<file path="src/rtl/hazard_pkg.sv">
// Shared definitions for the hazard scoreboard: forward-select codes, the
// "source unused" Tuse code, default mult/div latencies and the default-width
// stage record.
package hazard_pkg;

  localparam int unsigned RA_W_DEF     = 5;
  localparam int unsigned T_W_DEF      = 2;

  // Forward-select codes: 0 = register file / E register value, k = stage k
  localparam int unsigned SEL_GRF      = 0;
  localparam int unsigned SEL_E        = 1;
  localparam int unsigned SEL_M        = 2;
  localparam int unsigned SEL_W        = 3;

  // Tuse code for a source the instruction does not read
  localparam int unsigned TUSE_NONE    = 3;

  localparam int unsigned MULT_LAT_DEF = 5;
  localparam int unsigned DIV_LAT_DEF  = 10;

  // Shadow-pipeline record at the default widths
  typedef struct packed {
    logic                valid;
    logic [RA_W_DEF-1:0] wreg;
    logic [T_W_DEF-1:0]  tnew;
  } stage_rec_t;

endpackage

</file>
<file path="src/rtl/hazard_scoreboard_if.sv">
// D-stage decoder <-> hazard scoreboard bundle.
// master (decoder): drives the d_* instruction description, receives
//                   stall, the four forward selects and md_busy.
// slave  (scoreboard): the reverse.
interface hazard_scoreboard_if #(
  parameter int unsigned RA_W  = 5,
  parameter int unsigned T_W   = 2,
  parameter int unsigned SEL_W = 3
);

  logic            d_valid;
  logic [RA_W-1:0] d_rs;
  logic [RA_W-1:0] d_rt;
  logic [T_W-1:0]  d_tuse_rs;
  logic [T_W-1:0]  d_tuse_rt;
  logic [RA_W-1:0] d_wreg;
  logic [T_W-1:0]  d_tnew;
  logic            d_md_start;
  logic            d_md_div;
  logic            d_uses_hilo;

  logic             stall;
  logic [SEL_W-1:0] fwd_rs_d;
  logic [SEL_W-1:0] fwd_rt_d;
  logic [SEL_W-1:0] fwd_rs_e;
  logic [SEL_W-1:0] fwd_rt_e;
  logic             md_busy;

  modport master (
    output d_valid, d_rs, d_rt, d_tuse_rs, d_tuse_rt, d_wreg, d_tnew,
           d_md_start, d_md_div, d_uses_hilo,
    input  stall, fwd_rs_d, fwd_rt_d, fwd_rs_e, fwd_rt_e, md_busy
  );

  modport slave (
    input  d_valid, d_rs, d_rt, d_tuse_rs, d_tuse_rt, d_wreg, d_tnew,
           d_md_start, d_md_div, d_uses_hilo,
    output stall, fwd_rs_d, fwd_rt_d, fwd_rs_e, fwd_rt_e, md_busy
  );

endinterface

</file>
<file path="src/rtl/hazard_md_tracker.sv">
// HI/LO unit occupancy counter.
// Ports: clk, reset (sync, active-high), start (accepted mult/div issue),
//        is_div (select divide latency), busy (counter nonzero).
module hazard_md_tracker #(
  parameter int unsigned MULT_LAT = 5,
  parameter int unsigned DIV_LAT  = 10,
  parameter int unsigned CNT_W    = 4
) (
  input  logic clk,
  input  logic reset,
  input  logic start,
  input  logic is_div,
  output logic busy
);

  logic [CNT_W-1:0] cnt;

  // Load on an accepted issue, otherwise count down to idle
  always_ff @(posedge clk) begin
    if (reset) begin
      cnt <= '0;
    end else if (start) begin
      cnt <= is_div ? CNT_W'(DIV_LAT) : CNT_W'(MULT_LAT);
    end else if (cnt != '0) begin
      cnt <= cnt - CNT_W'(1);
    end
  end

  assign busy = (cnt != '0);

endmodule

</file>
<file path="src/rtl/hazard_scoreboard.sv">
// Hazard scoreboard beside the decode stage. Keeps its own shadow pipeline of
// destination/Tnew records for stages 1..N_STAGES (E, M, W, ...) and derives
// the D stall, D/E forward selects and HI/LO busy from that state plus the
// current D instruction, all within the same cycle.
// Ports: clk, reset (sync, active-high), bus (slave side of
//        hazard_scoreboard_if: d_* inputs, stall/fwd_*/md_busy outputs).
module hazard_scoreboard #(
  parameter int unsigned RA_W     = hazard_pkg::RA_W_DEF,
  parameter int unsigned T_W      = hazard_pkg::T_W_DEF,
  parameter int unsigned N_STAGES = 3,
  parameter int unsigned SEL_W    = 3,
  parameter int unsigned MULT_LAT = hazard_pkg::MULT_LAT_DEF,
  parameter int unsigned DIV_LAT  = hazard_pkg::DIV_LAT_DEF,
  parameter int unsigned CNT_W    = 4
) (
  input  logic              clk,
  input  logic              reset,
  hazard_scoreboard_if.slave bus
);

  import hazard_pkg::*;

  localparam int unsigned IDX_W = (N_STAGES > 1) ? $clog2(N_STAGES) : 1;

  typedef struct packed {
    logic            valid;
    logic [RA_W-1:0] wreg;
    logic [T_W-1:0]  tnew;
  } rec_t;

  // stg[k-1] is shadow stage k; e_rs/e_rt are the sources of stage 1
  rec_t            stg [N_STAGES];
  logic [RA_W-1:0] e_rs;
  logic [RA_W-1:0] e_rt;

  logic haz_rs;
  logic haz_rt;
  logic stall_now;
  logic md_busy;
  logic md_start;

  // Select of the lowest matching stage >= lo, nonzero only if its result is ready
  function automatic logic [SEL_W-1:0] fwd_sel(input logic [RA_W-1:0] src,
                                               input int unsigned    lo,
                                               input rec_t           st [N_STAGES]);
    logic [SEL_W-1:0] sel;
    sel = SEL_W'(SEL_GRF);
    // Walk from the oldest stage down so the youngest match wins
    for (int k = N_STAGES; k >= 1; k--) begin
      if (k >= int'(lo) && src != '0 && st[IDX_W'(k - 1)].valid &&
          st[IDX_W'(k - 1)].wreg == src) begin
        sel = (st[IDX_W'(k - 1)].tnew == '0) ? SEL_W'(k) : SEL_W'(SEL_GRF);
      end
    end
    return sel;
  endfunction

  // Data hazard against the lowest matching stage
  function automatic logic raw_hazard(input logic [RA_W-1:0] src,
                                      input logic [T_W-1:0]  tuse,
                                      input rec_t            st [N_STAGES]);
    logic hit;
    hit = 1'b0;
    for (int k = N_STAGES; k >= 1; k--) begin
      if (src != '0 && st[IDX_W'(k - 1)].valid && st[IDX_W'(k - 1)].wreg == src) begin
        hit = (tuse < st[IDX_W'(k - 1)].tnew);
      end
    end
    return hit;
  endfunction

  // Stall, forward selects and busy, combinational from state + D inputs
  always_comb begin
    haz_rs    = raw_hazard(bus.d_rs, bus.d_tuse_rs, stg);
    haz_rt    = raw_hazard(bus.d_rt, bus.d_tuse_rt, stg);
    stall_now = haz_rs | haz_rt | (bus.d_valid & bus.d_uses_hilo & md_busy);
    md_start  = bus.d_valid & bus.d_md_start & ~stall_now;

    bus.stall    = stall_now;
    bus.md_busy  = md_busy;
    bus.fwd_rs_d = fwd_sel(bus.d_rs, 1, stg);
    bus.fwd_rt_d = fwd_sel(bus.d_rt, 1, stg);
    // E never forwards from itself, hence stages 2 and up
    bus.fwd_rs_e = fwd_sel(e_rs, 2, stg);
    bus.fwd_rt_e = fwd_sel(e_rt, 2, stg);
  end

  // Shadow pipeline: stage 1 takes D or a bubble, later stages age Tnew
  always_ff @(posedge clk) begin
    if (reset) begin
      for (int k = 0; k < N_STAGES; k++) begin
        stg[k] <= '0;
      end
      e_rs <= '0;
      e_rt <= '0;
    end else begin
      if (stall_now) begin
        stg[0] <= '0;
        e_rs   <= '0;
        e_rt   <= '0;
      end else begin
        stg[0].valid <= bus.d_valid;
        stg[0].wreg  <= bus.d_wreg;
        stg[0].tnew  <= bus.d_tnew;
        e_rs         <= bus.d_rs;
        e_rt         <= bus.d_rt;
      end
      for (int k = 1; k < N_STAGES; k++) begin
        stg[k].valid <= stg[k-1].valid;
        stg[k].wreg  <= stg[k-1].wreg;
        stg[k].tnew  <= (stg[k-1].tnew == '0) ? '0 : stg[k-1].tnew - T_W'(1);
      end
    end
  end

  hazard_md_tracker #(
    .MULT_LAT (MULT_LAT),
    .DIV_LAT  (DIV_LAT),
    .CNT_W    (CNT_W)
  ) u_md (
    .clk    (clk),
    .reset  (reset),
    .start  (md_start),
    .is_div (bus.d_md_div),
    .busy   (md_busy)
  );

endmodule

</file>
<file path="src/flat_wrapper.sv">
// flat-port wrapper written by rule: the top's interface ports become plain ports
module hazard_scoreboard_flat import hazard_pkg::*;
#(
  parameter int unsigned RA_W     = hazard_pkg::RA_W_DEF,
  parameter int unsigned T_W      = hazard_pkg::T_W_DEF,
  parameter int unsigned N_STAGES = 3,
  parameter int unsigned SEL_W    = 3,
  parameter int unsigned MULT_LAT = hazard_pkg::MULT_LAT_DEF,
  parameter int unsigned DIV_LAT  = hazard_pkg::DIV_LAT_DEF,
  parameter int unsigned CNT_W    = 4
)
  (clk, reset, bus_d_valid, bus_d_rs, bus_d_rt, bus_d_tuse_rs, bus_d_tuse_rt, bus_d_wreg, bus_d_tnew, bus_d_md_start, bus_d_md_div, bus_d_uses_hilo, bus_stall, bus_fwd_rs_d, bus_fwd_rt_d, bus_fwd_rs_e, bus_fwd_rt_e, bus_md_busy);
  hazard_scoreboard_if #(.RA_W(RA_W), .T_W(T_W), .SEL_W(SEL_W)) bus_i ();
  input  logic clk;
  input  logic reset;
  input wire logic [$bits(bus_i.d_valid)-1:0] bus_d_valid;
  input wire logic [$bits(bus_i.d_rs)-1:0] bus_d_rs;
  input wire logic [$bits(bus_i.d_rt)-1:0] bus_d_rt;
  input wire logic [$bits(bus_i.d_tuse_rs)-1:0] bus_d_tuse_rs;
  input wire logic [$bits(bus_i.d_tuse_rt)-1:0] bus_d_tuse_rt;
  input wire logic [$bits(bus_i.d_wreg)-1:0] bus_d_wreg;
  input wire logic [$bits(bus_i.d_tnew)-1:0] bus_d_tnew;
  input wire logic [$bits(bus_i.d_md_start)-1:0] bus_d_md_start;
  input wire logic [$bits(bus_i.d_md_div)-1:0] bus_d_md_div;
  input wire logic [$bits(bus_i.d_uses_hilo)-1:0] bus_d_uses_hilo;
  output wire logic [$bits(bus_i.stall)-1:0] bus_stall;
  output wire logic [$bits(bus_i.fwd_rs_d)-1:0] bus_fwd_rs_d;
  output wire logic [$bits(bus_i.fwd_rt_d)-1:0] bus_fwd_rt_d;
  output wire logic [$bits(bus_i.fwd_rs_e)-1:0] bus_fwd_rs_e;
  output wire logic [$bits(bus_i.fwd_rt_e)-1:0] bus_fwd_rt_e;
  output wire logic [$bits(bus_i.md_busy)-1:0] bus_md_busy;
  assign bus_i.d_valid = bus_d_valid;
  assign bus_i.d_rs = bus_d_rs;
  assign bus_i.d_rt = bus_d_rt;
  assign bus_i.d_tuse_rs = bus_d_tuse_rs;
  assign bus_i.d_tuse_rt = bus_d_tuse_rt;
  assign bus_i.d_wreg = bus_d_wreg;
  assign bus_i.d_tnew = bus_d_tnew;
  assign bus_i.d_md_start = bus_d_md_start;
  assign bus_i.d_md_div = bus_d_md_div;
  assign bus_i.d_uses_hilo = bus_d_uses_hilo;
  assign bus_stall = bus_i.stall;
  assign bus_fwd_rs_d = bus_i.fwd_rs_d;
  assign bus_fwd_rt_d = bus_i.fwd_rt_d;
  assign bus_fwd_rs_e = bus_i.fwd_rs_e;
  assign bus_fwd_rt_e = bus_i.fwd_rt_e;
  assign bus_md_busy = bus_i.md_busy;
  hazard_scoreboard #(.RA_W(RA_W), .T_W(T_W), .N_STAGES(N_STAGES), .SEL_W(SEL_W), .MULT_LAT(MULT_LAT), .DIV_LAT(DIV_LAT), .CNT_W(CNT_W)) u_core (.clk(clk), .reset(reset), .bus(bus_i));
endmodule
</file>
<file path="config.mk">
export PLATFORM = sky130hd
export DESIGN_NAME = hazard_scoreboard_flat
export DESIGN_NICKNAME = d
export VERILOG_FILES = /design/src/rtl/hazard_pkg.sv /design/src/rtl/hazard_scoreboard_if.sv /design/src/rtl/hazard_md_tracker.sv /design/src/rtl/hazard_scoreboard.sv /design/src/flat_wrapper.sv
export SDC_FILE = /design/constraint.sdc
export NUM_CORES = 1
export LEC_CHECK = 0
export BUFFER_PORTS_ARGS = -buffer_cell sky130_fd_sc_hd__buf_2
export CAP_MARGIN = 0
export CORE_MARGIN = 1.5
export CORE_UTILIZATION = 50
export DETAILED_ROUTE_END_ITERATION = 10
export PLACE_DENSITY = 0.73
export SLEW_MARGIN = 30
export SYNTH_ARGS = -nofsm -noshare
export SYNTH_HDL_FRONTEND = slang
export SYNTH_SLANG_ARGS = --single-unit
</file>
<file path="constraint.sdc">
create_clock -name clk -period 2.5 [get_ports clk]
set_input_delay 0.375 -clock clk [delete_from_list [all_inputs] [get_ports clk]]
set_output_delay 0.375 -clock clk [all_outputs]
set_load 0.02 [all_outputs]
</file>
==> results of run 1 <==
[power by group through the flow]
stage               clock [mW]  combinational [mW]  sequential, mW
floorplan                    0               0.369           0.596
finish                   0.511               0.464           0.616
global route             0.540               0.518           0.624
global placement             0               0.437           0.620
CTS                      0.517               0.463           0.614
detailed placement           0               0.455           0.623
[metrics by stage]
| step | power [mW] | hold WS [ns] |
|---|---|---|
| after global placement | 1.057 | 0.4583 |
| final | 1.592 | 0.2403 |
| after detailed placement | 1.077 | 0.4588 |
| after CTS | 1.594 | 0.2263 |
| after floorplan | 0.9651 | 0.4213 |
| after global routing | 1.682 | 0.2139 |
[critical path: cells and delay by family (launching register included)]
family                     cells  cell delay, ns
buffers and inverters          3            0.37
DFF                            1            0.32
and+or+nand+nor                3            0.46
AOI/OAI and AO/OA              2            0.32
adders and majority gates      1            0.18
[cells in the final DEF, fill, tap and decap left out, types with 2 or more instances in the layout]
cell type	n
nand4_1	5
nor4_1	4
buf_2	34
nor2_1	7
ha_1	7
nor3_1	11
mux2_2	4
xor2_1	8
a21oi_1	3
xnor2_1	22
a21o_1	3
nand2_1	4
nor2b_1	7
buf_4	2
dfxtp_2	4
inv_1	7
nand2b_1	3
bufinv_16	2
and2_1	18
o211ai_2	2
conb_1	6
clkbuf_4	5
dfxtp_1	26
[area by class of cell]
cell class / count / area share
repair buffers: 36 / 0.09530
flip-flops and latches: 30 / 0.3117
clock buffers: 6 / 0.02640
well taps: 44 / 0.02833
clock inverters: 2 / 0.03091
inverters: 7 / 0.01352
multi-input cells: 131 / 0.4939
[per-layer routing]
| layer | GRT usage | share of wire | vias to the layer above |
|---|---|---|---|
| met3 | 0.06494 | 0.043 | 6 |
| li1 | - | - | 652 |
| met1 | 0.2404 | 0.43 | 616 |
| met5 | 0 | 0 | - |
| met4 | 0.07619 | 0.013 | 0 |
| met2 | 0.3929 | 0.51 | 36 |
[registers in the layout, indices dropped and copies added (netlist names)]
signal and cells:
u_core.e_rs 5, u_core.u_md.cnt 4, u_core.stg 16, u_core.e_rt 5
[worst paths after layout]
kind                                   start                              end  slack [ns]  cells past startpoint
min                            bus_d_wreg[0]        u_core.stg[18]$_SDFF_PP0_        0.24                      2
min reg2reg        u_core.stg[16]$_SDFF_PP0_         u_core.stg[8]$_SDFF_PP0_        0.47                      1
max          u_core.u_md.cnt[0]$_SDFFE_PP0P_                        bus_stall        0.16                      9
max reg2reg        u_core.stg[10]$_SDFF_PP0_  u_core.u_md.cnt[3]$_SDFFE_PP0P_        0.48                      6
[cells by family after synthesis]
kind of cell	count (synthesis)	synth area share
multiplexers	4	0.02754
AND/OR/NAND/NOR	69	0.2517
AO/OA/AOI/OAI	15	0.07268
XOR/XNOR	30	0.1607
adder cells (fa/ha/maj)	7	0.05356
buffers and inverters	20	0.06427
other	1	0.002293
flip-flops	30	0.3673
[timing repair]
item / CTS / global route
endpoints found under the hold margin: 0 / 0
resized for setup: 1 / 5
gates cloned: 0 / 0
setup endpoints to repair: 1 / 1
hold buffers: 0 / 0
==> impl_metrics.toml, run 1 <==
[place]
post_dp_cell_area_sq_um = 1815
gp_congestion = 0.8587
hpwl_microns = 2691
dp_slack_ns = 0.2404
numPortBuffers = 34
place_inst = 248

[setup_path]
slowest_delay_ns = 0.32
critPathMaxFanout = 4
cpMaxStageDelayCell = "dfxtp_1"
worstPathRequired_ns = 2.12
start_kind = "register"
crit_path_cell_trace = "inv_1, ha_1, nor3b_2, inv_1, nand3_1, o31a_2, o21a_1, nand2_1, buf_2"
crit_path_end_kind = "primary output"
worstPathArrival_ns = 1.97
path_class = "reg -> out"
critPathMostFrequentCell = "inv_1"

[yosys]
async_flop_share = 0
synthFlopType = "dfxtp_1"
synth_top_area_share = 0.3673
seq_area_frac_synth = 0.3673
synth_edf_count = 0
synth_cell_types = 37
yosysWarnings = 0
syn_area_sq_um = 1635
yosysMostFrequentCell = "dfxtp_1"
synthTopCellsByArea = "dfxtp_1, xnor2_1, and2_1"
synth_top_cells_by_count = "dfxtp_1, xnor2_1, and2_1, nor3_1, xor2_1"
avgSynthCellArea_sq_um = 9.292
syn_inst = 176
synth.largest_area_cell = "dfxtp_1"
synth-seq-cells = 30

[drt]
drcViolationCount = 0
drtIter0Drc = 36
wl_per_cell_microns = 13.38
vias = 1310
vias_per_cell = 5.117
first_pass_iters = 4
routed_wl_microns = 3425
ant_nets = 0

[cts]
insertion_delay_ns = 0.33
cts_htree_levels = 2
cts_tree = "done"
cts-root-buf = "clkbuf_4"
clkSlewWorstSetupHoldPaths_ns = 0.10
cts_buffers = 5
clock_path_buffers = 2
postCtsSetupBuffers = 0
cts_sinks = 30

[timing]
period_minus_slack_ns = 2.344
slew_violations = 0
rsz0062_at_grt = "no"
fin_crit_sh = 0.9375
hold_viol = 0
fin_ws_ns = 0.1563
max_freq_ghz = 0.4267
finalSetupViolCount = 0
fin_setup_tns_ns = 0
finClkSkew_ns = 0.007627

[power_and_ir_drop]
leakage_nw = 0.8414
power_frac_clock = 0.321
p_switching_uw = 472.7
p_sw_frac = 0.2970
seqPwrFrac = 0.387
intPower_mw = 1.119
vdd_drop_max_mv = 0.6752
power_density_nw_per_um2 = 819.1
comb_power_share = 0.292

[global_route]
grt_pass1_wl_microns = 5733
track_usage = 0.2182
grt_max_degree = 16
antenna_found_initial = 0
grt_overflow = 0
grt_pass1_vias = 1348

[final_layout]
n_antenna_cell = 0
syn_to_final_growth_pct = 18.82
drive_gt1_frac = 0.2877
fin_util = 0.6313
multi_input_area_sq_um = 959.7
stdcell_area_sq_um = 1943
ff_latch_area_sq_um = 605.6
final_cells = 256
fin_nets = 245
nFillCells = 270

[die]
num_rows = 20
start_util = 0.5313
core_region_area_sq_um = 3078
fp.dieW_microns = 60.19
io_pins = 41
die-area_sq_um = 3623
die_y_microns = 60.19

[worst_hold_path]
hold_path_class = "in -> reg"

[flow_run]
maxCapViolCount = 0

[run_status]
outcome = "finished clean"
(Power assumes the default switching activity.)
==> run 2: changes to the inputs <==
--- a/config.mk
+++ b/config.mk
@@ -7,3 +7,2 @@
 export LEC_CHECK = 0
-export BUFFER_PORTS_ARGS = -buffer_cell sky130_fd_sc_hd__buf_2
 export CAP_MARGIN = 0
@@ -12,3 +11,4 @@
 export DETAILED_ROUTE_END_ITERATION = 10
-export PLACE_DENSITY = 0.73
+export DONT_BUFFER_PORTS = 1
+export PLACE_DENSITY = 0.62
 export SLEW_MARGIN = 30
==> constraint.sdc (replaced) <==
create_clock -name clk -period 2.5 [get_ports clk]
set_input_delay 0.25 -clock clk [delete_from_list [all_inputs] [get_ports clk]]
set_output_delay 0.25 -clock clk [all_outputs]
set_load 0.02 [all_outputs]
==> impl_metrics.toml, run 2 (same netlist as run 1, synthesis figures left out) <==
[run_status]
outcome = "finished clean"

[die]
fp.dieW_microns = 60.19
num_rows = 20
start_util = 0.5313
die-area_sq_um = 3623
io_pins = 41
core_region_area_sq_um = 3078
die_y_microns = 60.19

[timing]
rsz0062_at_grt = "no"
max_freq_ghz = 0.4370
slew_violations = 0
hold_viol = 0
max_slew_margin = 0.5338
finalSetupViolCount = 0
fin_setup_tns_ns = 0
fin_crit_sh = 0.9153
fin_ws_ns = 0.2117
finClkSkew_ns = 0.008832
worst_pin_slew_ns = 0.6940
period_minus_slack_ns = 2.288

[drt]
vias_per_cell = 5.151
drcViolationCount = 0
wl_per_cell_microns = 14.41
drtIter0Drc = 31
routed_wl_microns = 3243
vias = 1159
ant_nets = 0
first_pass_iters = 4

[power_and_ir_drop]
leakage_nw = 0.6802
vdd_drop_max_mv = 0.4075
power_density_nw_per_um2 = 766.3

[cts]
cts-root-buf = "clkbuf_4"
postCtsSetupBuffers = 0
cts_tree = "done"
clock_path_buffers = 2
clkSlewWorstSetupHoldPaths_ns = 0.10
cts_resized = 0
cts_htree_levels = 2
cts_buffers = 5
cts_sinks = 30
insertion_delay_ns = 0.33

[final_layout]
multi_input_area_sq_um = 948.4
nFillCells = 299
final_cells = 225
top_regs = "u_core.stg (16), u_core.e_rs (5), u_core.e_rt (5)"
layout_commonest_cell = "dfxtp_1"
syn_to_final_growth_pct = 5.738
largest_reg_flops = 16
regMostFlops = "u_core.stg"
ff_latch_area_sq_um = 600.6
n_antenna_cell = 0
drive_gt1_frac = 0.1271
fin_nets = 214
layout_common_cells = "dfxtp_1, xnor2_1, and2_1"

[setup_path]
cpMaxStageDelayCell = "nor3b_1"
worstPathArrival_ns = 2.04
start_kind = "register"
crit_path_cell_trace = "inv_1, ha_1, nor3b_1, inv_1, nand3_1, o31a_2, o21a_1, nand2_1"
path_class = "reg -> out"
slowest_delay_ns = 0.40
worstPathRequired_ns = 2.25
critPathMostFrequentCell = "inv_1"
critPathMaxFanout = 3
crit_path_end_kind = "primary output"

[worst_hold_path]
hold_path_class = "in -> reg"

[place]
dp_slack_ns = 0.2503
hpwl_microns = 2583
numPortBuffers = 0
place_inst = 216
gp_congestion = 0.7703

[global_route]
track_usage = 0.2020
antenna_found_initial = 0
grt_pass1_vias = 1173
grt_overflow = 0
grt_max_degree = 19
grt_pass1_wl_microns = 5306

[flow_run]
maxCapViolCount = 0
==> run 2: changes by cell type in the layout (fill, tap and decap cells not counted), moves of 2 or more <==
cell       previous run  this run
dfxtp_1              26        30
dfxtp_2               4         0
buf_2                34         0
bufinv_16             2         0
buf_4                 2         4
==> run 2: area by class of cell <==
cell class / count / area share
Multi-Input combinational cell: 131 / 0.5485
Clock inverter: 3 / 0.01230
Inverter: 7 / 0.01520
Tap cell: 44 / 0.03184
Sequential cell: 30 / 0.3473
Timing Repair Buffer: 5 / 0.02315
Clock buffer: 5 / 0.02171
==> run 2: stage by stage <==
stage | hold slack [ns] | instance area, sq um | power (mW) | util
floorplan | 0.3717 | 1654 | 0.9651 | -
global placement | 0.3236 | 1660 | 1.025 | 0.5394
detailed placement | 0.3250 | 1660 | 1.040 | 0.5394
CTS | 0.02604 | 1729 | 1.328 | 0.5618
global route | 0.005449 | 1729 | 1.422 | 0.5618
finish | 0.03123 | 1729 | 1.325 | 0.5618
==> run 2: final timing paths <==
check / from / endpoint / slack (ns) / cells after the start
hold reg to reg: u_core.stg[16]$_SDFF_PP0_ / u_core.stg[8]$_SDFF_PP0_ / 0.52 / 1
setup / recovery: u_core.u_md.cnt[0]$_SDFFE_PP0P_ / bus_stall / 0.21 / 8
hold / removal: bus_d_wreg[2] / u_core.stg[20]$_SDFF_PP0_ / 0.03 / 1
setup reg to reg: u_core.u_md.cnt[0]$_SDFFE_PP0P_ / u_core.e_rt[3]$_SDFF_PP0_ / 0.25 / 9
==> run 2: critical path, delay by kind of cell (launching register included) <==
| kind | cells | cell delay, ns |
|---|---|---|
| AOI/OAI and AO/OA | 2 | 0.31 |
| adders and majority gates | 1 | 0.18 |
| buffers and inverters | 2 | 0.22 |
| DFF | 1 | 0.32 |
| and+or+nand+nor | 3 | 0.68 |
==> run 2: report_power, final <==
group          total, mW  switching, mW  internal [mW]
Sequential         0.607         0.0581          0.549
Combinational      0.430          0.218          0.212
Clock              0.288          0.179          0.109
Total               1.33          0.455          0.870
==> run 2: repair_timing <==
item | CTS | global route
setup endpoints to repair | 0 | 5
hold buffers | 1 | 0
endpoints found under the hold margin | 8 | 0
==> run 2: per-layer routing <==
metal,routed length (microns),vias up,track usage
met2,1597,34,0.3323
met4,38,0,0.07937
li1,-,588,-
met1,1410,532,0.2480
met3,196,5,0.05628
met5,0,-,0
==> run 3: changes to the inputs <==
- clock period: 2.5 -> 2.6 ns (I/O delays scaled with it)
==> impl_metrics.toml, run 3 (same netlist as run 1, synthesis figures left out) <==
[die]
core_region_area_sq_um = 3078
num_rows = 20
io_pins = 41
die-area_sq_um = 3623
die_y_microns = 60.19
fp.dieW_microns = 60.19
start_util = 0.5313

[place]
gp_congestion = 0.7801
hpwl_microns = 2579
numPortBuffers = 0

[final_layout]
layout_common_cells = "dfxtp_1, xnor2_1, and2_1"
regMostFlops = "u_core.stg"
layout_commonest_cell = "dfxtp_1"
top_regs = "u_core.stg (16), u_core.e_rs (5), u_core.e_rt (5)"
nFillCells = 304
largest_reg_flops = 16
n_antenna_cell = 0
syn_to_final_growth_pct = 6.503
drive_gt1_frac = 0.1222
fin_nets = 213

[timing]
rsz0062_at_grt = "no"
slew_violations = 0
finalSetupViolCount = 0
max_freq_ghz = 0.4273
period_minus_slack_ns = 2.340
holdWs_ns = 0.03834
hold_viol = 0
fin_crit_sh = 0.9001
worst_pin_slew_ns = 0.6694
finClkSkew_ns = 0.01409
max_slew_margin = 0.5503
fin_setup_tns_ns = 0

[cts]
cts_tree = "done"
insertion_delay_ns = 0.33
cts-root-buf = "clkbuf_4"
ctsHoldBuffers = 1
cts_resized = 0
cts_buffers = 5
cts_htree_levels = 2
clock_path_buffers = 2
clkSlewWorstSetupHoldPaths_ns = 0.10
cts_sinks = 30
postCtsSetupBuffers = 0

[setup_path]
critPathMaxFanout = 3
crit_path_end_kind = "primary output"
worstPathArrival_ns = 2.08
crit_path_cell_trace = "inv_1, ha_1, nor3b_1, inv_1, nand3_1, o31a_2, o21a_1, nand2_1"
crit_buf_inv = 2
path_class = "reg -> out"
start_kind = "register"
critPathMostFrequentCell = "inv_1"
worstPathRequired_ns = 2.34
cpMaxStageDelayCell = "nor3b_1"
cp_top_family = "simple AND/OR/NAND/NOR gates"
slowest_delay_ns = 0.41

[drt]
wl_per_cell_microns = 14.35
drtIter0Drc = 20
first_pass_iters = 6
vias = 1143
ant_nets = 0
drcViolationCount = 0
routed_wl_microns = 3214
vias_per_cell = 5.103

[power_and_ir_drop]
leakage_nw = 0.6881
power_density_nw_per_um2 = 765.8
vdd_drop_max_mv = 0.4423

[global_route]
grt_max_degree = 19
grt_pass1_wl_microns = 5250
grt_pass1_vias = 1120
track_usage = 0.2043
grt_overflow = 0
antenna_found_initial = 0

[worst_hold_path]
hold_path_class = "in -> reg"

[run_status]
outcome = "finished clean"

[flow_run]
maxCapViolCount = 0
-- run 3: final cells by class --
cell class	instances	area (sq um)	share of cell area
Clock buffer	8	78.83	0.04526
Timing Repair Buffer	4	32.53	0.01868
Sequential cell	30	600.6	0.3448
Inverter	7	26.28	0.01509
Tap cell	44	55.05	0.03161
Multi-Input combinational cell	131	948.4	0.5445
-- run 3: layer usage --
metal / vias to the layer above / global-route usage / share of wire
met5: - / 0 / 0
met4: 0 / 0.06667 / 0.0090
met3: 4 / 0.08009 / 0.061
met2: 28 / 0.3463 / 0.50
met1: 522 / 0.2337 / 0.43
li1: 589 / - / -
-- run 3: final timing paths --
check,start,end,slack (ns),cells past startpoint
setup / recovery,u_core.u_md.cnt[0]$_SDFFE_PP0P_,bus_stall,0.26,8
hold / removal,bus_d_rt[0],u_core.e_rt[0]$_SDFF_PP0_,0.04,1
setup reg to reg,u_core.u_md.cnt[0]$_SDFFE_PP0P_,u_core.e_rt[3]$_SDFF_PP0_,0.33,9
hold reg to reg,u_core.stg[16]$_SDFF_PP0_,u_core.stg[8]$_SDFF_PP0_,0.47,1
-- run 3: through the flow --
stage	instance area [sq um]	util	power (mW)	worst slack, ns	std cells
CTS	1742	0.5659	1.339	0.2699	224
global placement	1653	0.5370	0.9834	0.4297	215
detailed placement	1653	0.5370	0.9963	0.3393	215
global route	1742	0.5659	1.427	0.05648	224
floorplan	1654	-	0.9280	0.5695	181
finish	1742	0.5659	1.334	0.2596	224
-- run 3: power breakdown --
| group | total [mW] | switching [mW] | leakage (nW) | internal, mW |
|---|---|---|---|---|
| clock network | 0.341 | 0.157 | 0.0446 | 0.185 |
| registers | 0.587 | 0.0594 | 0.248 | 0.528 |
| logic | 0.405 | 0.203 | 0.395 | 0.203 |
